--- src/rtl/qkd_pkg.sv ---
// qkd_pkg: shared sizes, sift state enum and width typedefs for the key sifting path
package qkd_pkg;
  localparam int RAW_BITS = 640;
  localparam int KEY_BITS = 128;
  localparam int LANE = 8;
  typedef enum logic [1:0] {IDLE, SCAN, DONE} sift_state_e;
  typedef logic [$clog2(KEY_BITS+1)-1:0] key_len_t;
  typedef logic [$clog2(RAW_BITS+1)-1:0] err_cnt_t;
endpackage

--- src/rtl/key_sift_controller_if.sv ---
// key_sift_controller_if: start/abort request, sifted vectors and key valid/ready return
interface key_sift_controller_if
  import qkd_pkg::*;
#(
  parameter int RAW_BITS = qkd_pkg::RAW_BITS,
  parameter int KEY_BITS = qkd_pkg::KEY_BITS
);
  logic start;
  logic abort;
  logic [RAW_BITS-1:0] sender_vsifted;
  logic [RAW_BITS-1:0] receiver_vsifted;
  logic busy;
  logic [KEY_BITS-1:0] key;
  logic [$clog2(KEY_BITS+1)-1:0] key_len;
  logic key_short;
  logic key_valid;
  logic key_ready;
  logic [$clog2(RAW_BITS+1)-1:0] err_count;
  modport master (
    output start, abort, sender_vsifted, receiver_vsifted, key_ready,
    input  busy, key, key_len, key_short, key_valid, err_count
  );
  modport slave (
    input  start, abort, sender_vsifted, receiver_vsifted, key_ready,
    output busy, key, key_len, key_short, key_valid, err_count
  );
endinterface

--- src/rtl/sift_lane_compact.sv ---
// sift_lane_compact: lane agreement mask, prefix offsets and room-limited match/mismatch counts (miss_o with QKD_QBER_COUNT_EN)
module sift_lane_compact #(
  parameter int LANE = 8,
  localparam int CW = $clog2(LANE+1)
) (
  input  logic [LANE-1:0]         s_i,
  input  logic [LANE-1:0]         r_i,
  input  logic [CW-1:0]           room_i,
`ifdef QKD_QBER_COUNT_EN
  output logic [CW-1:0]           miss_o,
`endif
  output logic [LANE-1:0]         match_o,
  output logic [LANE-1:0][CW-1:0] off_o,
  output logic [CW-1:0]           take_o
);
  logic [CW-1:0] acc;
  // bit i is still live while fewer than room_i matches precede it
  always_comb begin
    match_o = ~(s_i ^ r_i);
    off_o = '0;
    take_o = '0;
    acc = '0;
    for (int i = 0; i < LANE; i++) begin
      off_o[i] = acc;
      take_o = take_o + CW'(match_o[i] && acc < room_i);
      acc = acc + CW'(match_o[i]);
    end
  end
`ifdef QKD_QBER_COUNT_EN
  // mismatches only count up to the point where the key fills
  always_comb begin
    miss_o = '0;
    for (int i = 0; i < LANE; i++) miss_o = miss_o + CW'(!match_o[i] && off_o[i] < room_i);
  end
`endif
endmodule

--- src/rtl/key_sift_controller.sv ---
// key_sift_controller: scans sifted vectors LANE bits/cycle, packs agreeing bits into the key; QKD_QBER_COUNT_EN enables err_count
module key_sift_controller
  import qkd_pkg::*;
#(
  parameter int RAW_BITS = qkd_pkg::RAW_BITS,
  parameter int KEY_BITS = qkd_pkg::KEY_BITS,
  parameter int LANE = qkd_pkg::LANE
) (
  input logic clk,
  input logic rst_n,
  key_sift_controller_if.slave bus
);
  localparam int NL = RAW_BITS / LANE;
  localparam int PW = $clog2(NL);
  localparam int KW = $clog2(KEY_BITS+1);
  localparam int CW = $clog2(LANE+1);
  localparam logic [PW-1:0] LAST = PW'(NL-1);
  sift_state_e state_q, state_d;
  logic [PW-1:0] ptr_q, ptr_d;
  logic [KW-1:0] fill_q, fill_d, left;
  logic [KEY_BITS-1:0] key_q, key_d;
  logic [RAW_BITS-1:0] snd_q, snd_d, rcv_q, rcv_d;
  logic [LANE-1:0] lane_s, lane_r, match;
  logic [LANE-1:0][CW-1:0] off;
  logic [CW-1:0] room, take;
  assign lane_s = snd_q[int'(ptr_q)*LANE +: LANE];
  assign lane_r = rcv_q[int'(ptr_q)*LANE +: LANE];
  assign left = KW'(KEY_BITS) - fill_q;
  assign room = left >= KW'(LANE) ? CW'(LANE) : CW'(left);
`ifdef QKD_QBER_COUNT_EN
  localparam int EW = $clog2(RAW_BITS+1);
  logic [CW-1:0] miss;
  logic [EW-1:0] err_q, err_d;
`endif
  sift_lane_compact #(.LANE(LANE)) u_lane (
    .s_i(lane_s),
    .r_i(lane_r),
    .room_i(room),
`ifdef QKD_QBER_COUNT_EN
    .miss_o(miss),
`endif
    .match_o(match),
    .off_o(off),
    .take_o(take)
  );
  // state, pointers, captured vectors and key register
  always_ff @(posedge clk) begin
    if (!rst_n) begin
      state_q <= IDLE;
      ptr_q <= '0;
      fill_q <= '0;
      key_q <= '0;
      snd_q <= '0;
      rcv_q <= '0;
    end else begin
      state_q <= state_d;
      ptr_q <= ptr_d;
      fill_q <= fill_d;
      key_q <= key_d;
      snd_q <= snd_d;
      rcv_q <= rcv_d;
    end
  end
  // next state: capture on start, pack live matches per lane, hold in DONE until accepted
  always_comb begin
    state_d = state_q;
    ptr_d = ptr_q;
    fill_d = fill_q;
    key_d = key_q;
    snd_d = snd_q;
    rcv_d = rcv_q;
    case (state_q)
      IDLE: if (bus.start && !bus.abort) begin
        state_d = SCAN;
        ptr_d = '0;
        fill_d = '0;
        key_d = '0;
        snd_d = bus.sender_vsifted;
        rcv_d = bus.receiver_vsifted;
      end
      SCAN: begin
        for (int i = 0; i < LANE; i++)
          if (match[i] && off[i] < room) key_d[int'(fill_q) + int'(off[i])] = lane_s[i];
        fill_d = fill_q + KW'(take);
        ptr_d = ptr_q == LAST ? ptr_q : ptr_q + PW'(1);
        state_d = (fill_d == KW'(KEY_BITS) || ptr_q == LAST) ? DONE : SCAN;
      end
      DONE: state_d = bus.key_ready ? IDLE : DONE;
      default: state_d = IDLE;
    endcase
    if (bus.abort && state_q != IDLE) begin
      state_d = IDLE;
      ptr_d = '0;
      fill_d = '0;
      key_d = '0;
    end
  end
`ifdef QKD_QBER_COUNT_EN
  // mismatch tally: cleared on an accepted start, accumulated per scanned lane
  always_ff @(posedge clk) begin
    if (!rst_n) err_q <= '0;
    else err_q <= err_d;
  end
  // next mismatch tally
  always_comb begin
    err_d = (state_q == IDLE && bus.start && !bus.abort) ? '0 :
            (state_q == SCAN && !bus.abort) ? err_q + EW'(miss) : err_q;
  end
  assign bus.err_count = err_q;
`else
  assign bus.err_count = '0;
`endif
  assign bus.busy = state_q != IDLE;
  assign bus.key_valid = state_q == DONE;
  assign bus.key_short = state_q == DONE && fill_q < KW'(KEY_BITS);
  assign bus.key = key_q;
  assign bus.key_len = fill_q;
endmodule

--- src/flat_wrapper.sv ---
// flat-port wrapper written by rule: the top's interface ports become plain ports
module key_sift_controller_flat import qkd_pkg::*;
#(
  parameter int RAW_BITS = qkd_pkg::RAW_BITS,
  parameter int KEY_BITS = qkd_pkg::KEY_BITS,
  parameter int LANE = qkd_pkg::LANE
)
  (clk, rst_n, bus_start, bus_abort, bus_sender_vsifted, bus_receiver_vsifted, bus_key_ready, bus_busy, bus_key, bus_key_len, bus_key_short, bus_key_valid, bus_err_count);
  key_sift_controller_if #(.RAW_BITS(RAW_BITS), .KEY_BITS(KEY_BITS)) bus_i ();
  input logic clk;
  input logic rst_n;
  input wire logic [$bits(bus_i.start)-1:0] bus_start;
  input wire logic [$bits(bus_i.abort)-1:0] bus_abort;
  input wire logic [$bits(bus_i.sender_vsifted)-1:0] bus_sender_vsifted;
  input wire logic [$bits(bus_i.receiver_vsifted)-1:0] bus_receiver_vsifted;
  input wire logic [$bits(bus_i.key_ready)-1:0] bus_key_ready;
  output wire logic [$bits(bus_i.busy)-1:0] bus_busy;
  output wire logic [$bits(bus_i.key)-1:0] bus_key;
  output wire logic [$bits(bus_i.key_len)-1:0] bus_key_len;
  output wire logic [$bits(bus_i.key_short)-1:0] bus_key_short;
  output wire logic [$bits(bus_i.key_valid)-1:0] bus_key_valid;
  output wire logic [$bits(bus_i.err_count)-1:0] bus_err_count;
  assign bus_i.start = bus_start;
  assign bus_i.abort = bus_abort;
  assign bus_i.sender_vsifted = bus_sender_vsifted;
  assign bus_i.receiver_vsifted = bus_receiver_vsifted;
  assign bus_i.key_ready = bus_key_ready;
  assign bus_busy = bus_i.busy;
  assign bus_key = bus_i.key;
  assign bus_key_len = bus_i.key_len;
  assign bus_key_short = bus_i.key_short;
  assign bus_key_valid = bus_i.key_valid;
  assign bus_err_count = bus_i.err_count;
  key_sift_controller #(.RAW_BITS(RAW_BITS), .KEY_BITS(KEY_BITS), .LANE(LANE)) u_core (.clk(clk), .rst_n(rst_n), .bus(bus_i));
endmodule
--- config.mk ---
export PLATFORM = sky130hd
export DESIGN_NAME = key_sift_controller_flat
export DESIGN_NICKNAME = d
export VERILOG_FILES = /design/src/rtl/qkd_pkg.sv /design/src/rtl/key_sift_controller_if.sv /design/src/rtl/sift_lane_compact.sv /design/src/rtl/key_sift_controller.sv /design/src/flat_wrapper.sv
export SDC_FILE = /design/constraint.sdc
export NUM_CORES = 2
export LEC_CHECK = 0
export BUFFER_PORTS_ARGS = -buffer_cell sky130_fd_sc_hd__buf_2
export CORE_AREA = 2 2 563 565
export CTS_CLUSTER_DIAMETER = 40
export DETAILED_ROUTE_END_ITERATION = 7
export DIE_AREA = 0 0 565 567
export PLACE_DENSITY = 0.43
export SETUP_SLACK_MARGIN = 0.15
export SLEW_MARGIN = 10
export SYNTH_ARGS = -nofsm -noshare
export SYNTH_HDL_FRONTEND = slang
export SYNTH_SLANG_ARGS = --single-unit
export TNS_END_PERCENT = 5
--- constraint.sdc ---
create_clock -name clk -period 31.7 [get_ports clk]
set_clock_uncertainty 0.05 [all_clocks]
set_input_delay 6.34 -clock clk [delete_from_list [all_inputs] [get_ports clk]]
set_output_delay 6.34 -clock clk [all_outputs]
set_load 0.05 [all_outputs]
# Yosys cells after proc, flatten, opt, wreduce, memory -nomap -nowiden
# Cells that the tools add are included.
# word_totals
wordCells	145
reg_bits	1425
inputBits	1285
# classes
shift	2
n_lt_le_gt_ge	26
eq_ne	6
n_mux	51
n_reduce_logical	28
n_bitwise	3
addsub	23
# op_table
op	n
2-to-1 mux 128 bit	16
indexed part select 640 x 11 -> 8 bit	2
bitwise mux 128 bit	8
case mux 128 bit (2 select lines)	1
>= comparator 32 x 1 -> 1 bit, second input constant	7
less-than comparator 32 x 9 -> 1 bit, second input constant	7
demux 1 bit (select 7 bit)	8
adder 8 x 4 -> 9 bit	4
adder 4 x 1 -> 4 bit	7
logical AND 1 bit	19
less-than comparator 4 bit	4
less-than comparator 8 bit, second input constant	2
case mux 8 bit (2 select lines)	1
2-to-1 mux 7 bit	2
case mux 7 bit (2 select lines)	1
adder 8 x 1 -> 9 bit	1
adder 8 x 2 -> 9 bit	1
adder 8 x 3 -> 9 bit	1
adder 3 x 1 -> 4 bit	2
adder 8 x 4 -> 8 bit	1
== test 8 bit, second input constant	1
>= comparator 8 x 1 -> 1 bit, second input constant	1
>= comparator 8 x 4 -> 1 bit, second input constant	1
2-to-1 mux 1 bit	8
other kinds (27)	33

# Longest topological paths before layout
# logic_depth
depth_word	29
depth_mapped	40

# Cells and area by module
# A second synthesis with hierarchy kept.
# unflattened
cells_unflattened	9913
area_unflattened_um2	81607.0
# modules_own_cells
module	area_each_um2	cells_per_inst	seq_area_each_um2	n_inst
key_sift_controller	80546.0	9791	28527.4	1
sift_lane_compact	1061.0	122	0.0	1

# Worst setup path before layout
# Ideal clock, no wire load.
# synth_timing
kind	reg2reg
start	register u_core.ptr_q[0]
end	register u_core.state_q[1]
stages_incl_launch_ff	39
setup_ns	0.116
synth_period_minus_slack_ns	9.984
arrival_time_ns	9.819
t_required_ns	31.534
path_slack_ns	21.716
cell_sequence	dfxtp_1 -> buf_6 -> buf_6 -> buf_6 -> buf_4 -> buf_2 -> mux4_2 -> mux4_2 -> mux2i_1 -> o21ai_1 -> a21oi_2 -> xor2_2 -> buf_6 -> inv_1 -> ha_1 -> ha_1 -> fa_1 -> xor2_1 -> [... 3 more ...] -> o31a_1 -> o21ai_0 -> nand2b_1 -> a21oi_1 -> and2_1 -> fa_1 -> fa_1 -> fa_1 -> fa_1 -> fa_1 -> a21o_1 -> a21oi_1 -> nor2_1 -> a22oi_1 -> nor2_1 -> a31oi_1 -> o22ai_1 -> and3b_1
# synth_between
elab_chain_len	17
# synth_rtl
item	line_no	text
start, declared	key_sift_controller.sv:19	logic [PW-1:0] ptr_q, ptr_d;
start signal, assigned	key_sift_controller.sv:57	ptr_q <= ptr_d;
indexed part select 640 x 11 -> 8 bit (on tied branches)	key_sift_controller.sv:26, key_sift_controller.sv:27	
XOR 8 bit	sift_lane_compact.sv:19	match_o = ~(s_i ^ r_i);
NOT 8 bit	sift_lane_compact.sv:19	
less-than comparator 1 x 4 -> 1 bit / adder 1 x 1 -> 2 bit (equally long branches)	sift_lane_compact.sv:25, sift_lane_compact.sv:26	
logical AND 1 bit (tied with other cells)	sift_lane_compact.sv:25	take_o = take_o + CW'(match_o[i] && acc < room_i);
adder 1 x 1 -> 2 bit (tied with other cells)	sift_lane_compact.sv:25	
adder 2 x 1 -> 3 bit (tied with other cells)	sift_lane_compact.sv:25	
adder 3 x 1 -> 4 bit (tied with other cells)	sift_lane_compact.sv:25	
adder 4 x 1 -> 4 bit (tied with other cells) (2 in a row)	sift_lane_compact.sv:25	
adder 4 x 1 -> 4 bit / logical AND 1 bit (equally long branches)	sift_lane_compact.sv:25	
adder 4 x 1 -> 4 bit	sift_lane_compact.sv:25	
adder 8 x 4 -> 8 bit	key_sift_controller.sv:84	fill_d = fill_q + KW'(take);
== test 8 bit	key_sift_controller.sv:86	state_d = (fill_d == KW'(KEY_BITS) || ptr_q == LAST) ? DONE : SCAN;
logical OR 1 bit (*)	key_sift_controller.sv:86	
2-to-1 mux 2 bit (*)	key_sift_controller.sv:86	
case mux 2 bit (3 select lines) (*)	key_sift_controller.sv:72	case (state_q)
end signal, assigned	key_sift_controller.sv:56	state_q <= state_d;
end, declared	key_sift_controller.sv:18	sift_state_e state_q, state_d;
# Mark *: on every way between the ends. The rest lies on a longest branch, timed or not.
# A chain may end at the register's enable or synchronous reset.

# Final worst setup path
# layout_timing
start	register u_core.ptr_q[1]
end	register u_core.state_q[1]
# Same word-level chain as after synthesis.

==> results.toml <==
[clocking]
insertion_delay_ns = 0.94
cts_root_buf = "clkbuf_16"
ctsResizeCount = 0
cts_tree = "done"
hold_buffers = 0
cts_max_level = 5
path_clk_slew_ns = 0.05
cts_inserted_buffers = 334
postCtsSetupBuffers = 0
cts_buffer_depth = 4
cts.sinks = 1425

[floorplanning]
die_area_mm2 = 0.320
die_width_um = 565
dieHeight_um = 567
fp.coreArea_mm2 = 0.314
io_pins = 1434
std_cell_rows = 206
start_util = 0.258

[sta]
finalSetupViolCount = 0
rsz0062_at_grt = "no"
finalHoldViolCount = 0
fin_crit_ns = 13.32
fin_crit_sh = 0.420
worst_pin_slew_ns = 1.34
slew_headroom = 0.102
fmax_mhz = 75.0
finalSetupTns_ns = 0
slew_violations = 0
hold_ws_ns = 0.407

[grt]
grt_antenna_before_repair = 380
grt_max_degree = 238
grt_pass1_wl_um = 843000
overflow = 0
track_usage = 0.391
grt_pass1_vias = 88437

[route]
drc = 0
top_layer = "met5"
avgRoutedWirePerCell_um = 41.8
wl_met2_um = 285000
dr_wl_met3_um = 60500
wl_met1_um = 253000
drt_iter0_drc = 11208
drt-pass1-iter-count = 8
routed_via_density = 5.89
vias = 91880
postRouteAntennaNets = 0
routed_wl_um = 651000

[synthesis]
synth_area_mm2 = 0.0809
ys_seq_area_frac = 0.353
syn-mean-instance-area_um2 = 8.26
synth-edff-count = 0
yosysWarningCount = 0
ys_types = 108
synthFlopType = "dfxtp_1"
synthCells = 9789
synth-seq-cells = 1425
ys_async_sr_fraction = 0

[setup_path]
crit_path_end_kind = "flip-flop"
cp-start-kind = "flip-flop"
cp_max_fo = 47
path_common_cell = "fa_1"
cpPeakStageDelay_ns = 0.84
slowest_stage = "dfxtp_4"
required_ns = 32.45
crit_type = "flip-flop to flip-flop"
crit_arrival_ns = 14.08

[finish]
final_common_cell = "nand2_1"
fin_nets = 12369
syn2layout_area_growth_pct = 29.9
layout_common_cells = "2953 x nand2_1, 1422 x buf_2, 1416 x dfxtp_1, 1289 x a21boi_0, 336 x clkbuf_16"
layout-drive-gt1-share = 0.257

[placement]
io_buffers = 1423
hpwl_um = 486000
gp_congestion = 1.05

[job]
maxCapViolCount = 0

[pwr]
peakVddDrop_mv = 0.220
powerDensity_mw_per_mm2 = 88.8
p_leak_nw = 37.7

[status]
outcome = "complete, no violations"

[worst_hold_path]
hold_class = "flip-flop to flip-flop"
## synthesized netlist by cell type (all sizes together) (14+ instances only)
library cell / n / share of area
a21oi: 246 / 0.016
and2: 33 / 0.0026
o221a: 26 / 0.0036
o22ai: 239 / 0.018
a22oi: 251 / 0.023
o21a: 18 / 0.0017
a21o: 31 / 0.0029
o221ai: 118 / 0.013
nand2: 2969 / 0.14
nor3: 121 / 0.0077
dfxtp: 1425 / 0.35
xnor2: 50 / 0.0056
mux4: 344 / 0.097
xor2: 29 / 0.0035
a22o: 57 / 0.0062
mux2i: 133 / 0.016
a31oi: 51 / 0.0039
o31a: 15 / 0.0016
a222oi: 22 / 0.0027
and3: 19 / 0.0015
a211oi: 50 / 0.0047
inv: 40 / 0.0019
clkbuf: 694 / 0.032
o2111ai: 14 / 0.0015
nand4: 23 / 0.0020
nor2: 347 / 0.016
nand2b: 55 / 0.0043
or2: 28 / 0.0022
o22a: 48 / 0.0052
nand3: 114 / 0.0071
a221oi: 79 / 0.0086
nor4: 35 / 0.0029
o211ai: 41 / 0.0038
o31ai: 35 / 0.0033
mux2: 40 / 0.0056
a221o: 17 / 0.0021
a21boi: 1290 / 0.12
ha: 56 / 0.0087
nor2b: 41 / 0.0032
o21ai: 226 / 0.014
buf: 162 / 0.015
## registers in the layout, indices dropped and copies added (netlist names)
signal and count:
u_core.bus.key 128, u_core.ptr_q 7, u_core.rcv_q 640, u_core.snd_q 640
u_core.bus.key_len 8, u_core.state_q 2
## worst max-delay path: cells and delay by family (launching register included)
family / cells / cell delay (ns)
AOI/OAI and AO/OA: 9 / 2.11
xor gates and xnor gates: 3 / 1.42
adders and majority gates: 11 / 4.63
buffers and inverters: 4 / 2.10
DFF: 1 / 0.84
muxes: 3 / 0.78
and+or+nand+nor: 6 / 1.10
## routing by layer
layer,vias up,GRT usage
li1,37829,-
met1,46154,0.469
met2,5784,0.593
met3,1999,0.119
met4,114,0.277
met5,-,0
## cell families (layout without fill, tap and decap cells)
logic type | after synthesis | in the layout | synth area share
flip-flops | 1425 | 1425 | 0.353
other | 1 | 152 | 0.0000464
AND/OR/NAND/NOR | 3832 | 3832 | 0.192
AO/OA/AOI/OAI | 2969 | 2969 | 0.267
XOR/XNOR | 79 | 79 | 0.00906
adder cells (fa/ha/maj) | 68 | 68 | 0.0116
buffers and inverters | 898 | 2386 | 0.0494
multiplexers | 517 | 517 | 0.119
## where the power goes
group          total, mW  leakage, nW  internal, mW  switching (mW)
registers           1.97         11.6          1.89          0.0798
logic               3.68         20.4         0.741            2.94
clock network       3.68         5.73          2.46            1.21
total               9.33         37.7          5.09            4.24
## per-stage QoR
stage / util / cell area (um2) / cells / power [mW] / worst slack [ns]
5_1_grt: 0.334 / 105000 / 15518 / 9.39 / 17.54
3_3_place_gp: 0.295 / 92800 / 14838 / 5.45 / 18.28
4_1_cts: 0.334 / 105000 / 15446 / 9.12 / 18.27
6_report: 0.335 / 105000 / 15588 / 9.33 / 18.38
3_5_place_dp: 0.296 / 92800 / 14840 / 5.44 / 18.31
2_1_floorplan: - / 80900 / 9798 / 3.34 / 21.72
## cell type report
cell class,count,area [um2]
timing repair buffer,1740,9680
clock inverter,169,2580
antenna,142,355
sequential,1425,28600
tap,4160,5200
clock buffer,437,9330
multi-input combinational,7475,49200
fill,33404,209000
inverter,40,153
## worst paths after layout
kind                                  from                              to  slack, ns  cells past startpoint
max           u_core.ptr_q[1]$_SDFFE_PP0P_  u_core.state_q[1]$_SDFFE_PP0N_      18.38                     36
max reg2reg   u_core.ptr_q[1]$_SDFFE_PP0P_  u_core.state_q[1]$_SDFFE_PP0N_      18.38                     36
min          u_core.rcv_q[85]$_SDFFE_PN0P_   u_core.rcv_q[85]$_SDFFE_PN0P_       0.41                      2
min reg2reg  u_core.rcv_q[85]$_SDFFE_PN0P_   u_core.rcv_q[85]$_SDFFE_PN0P_       0.41                      2
Note: power is estimated with default switching activity, not from simulation.
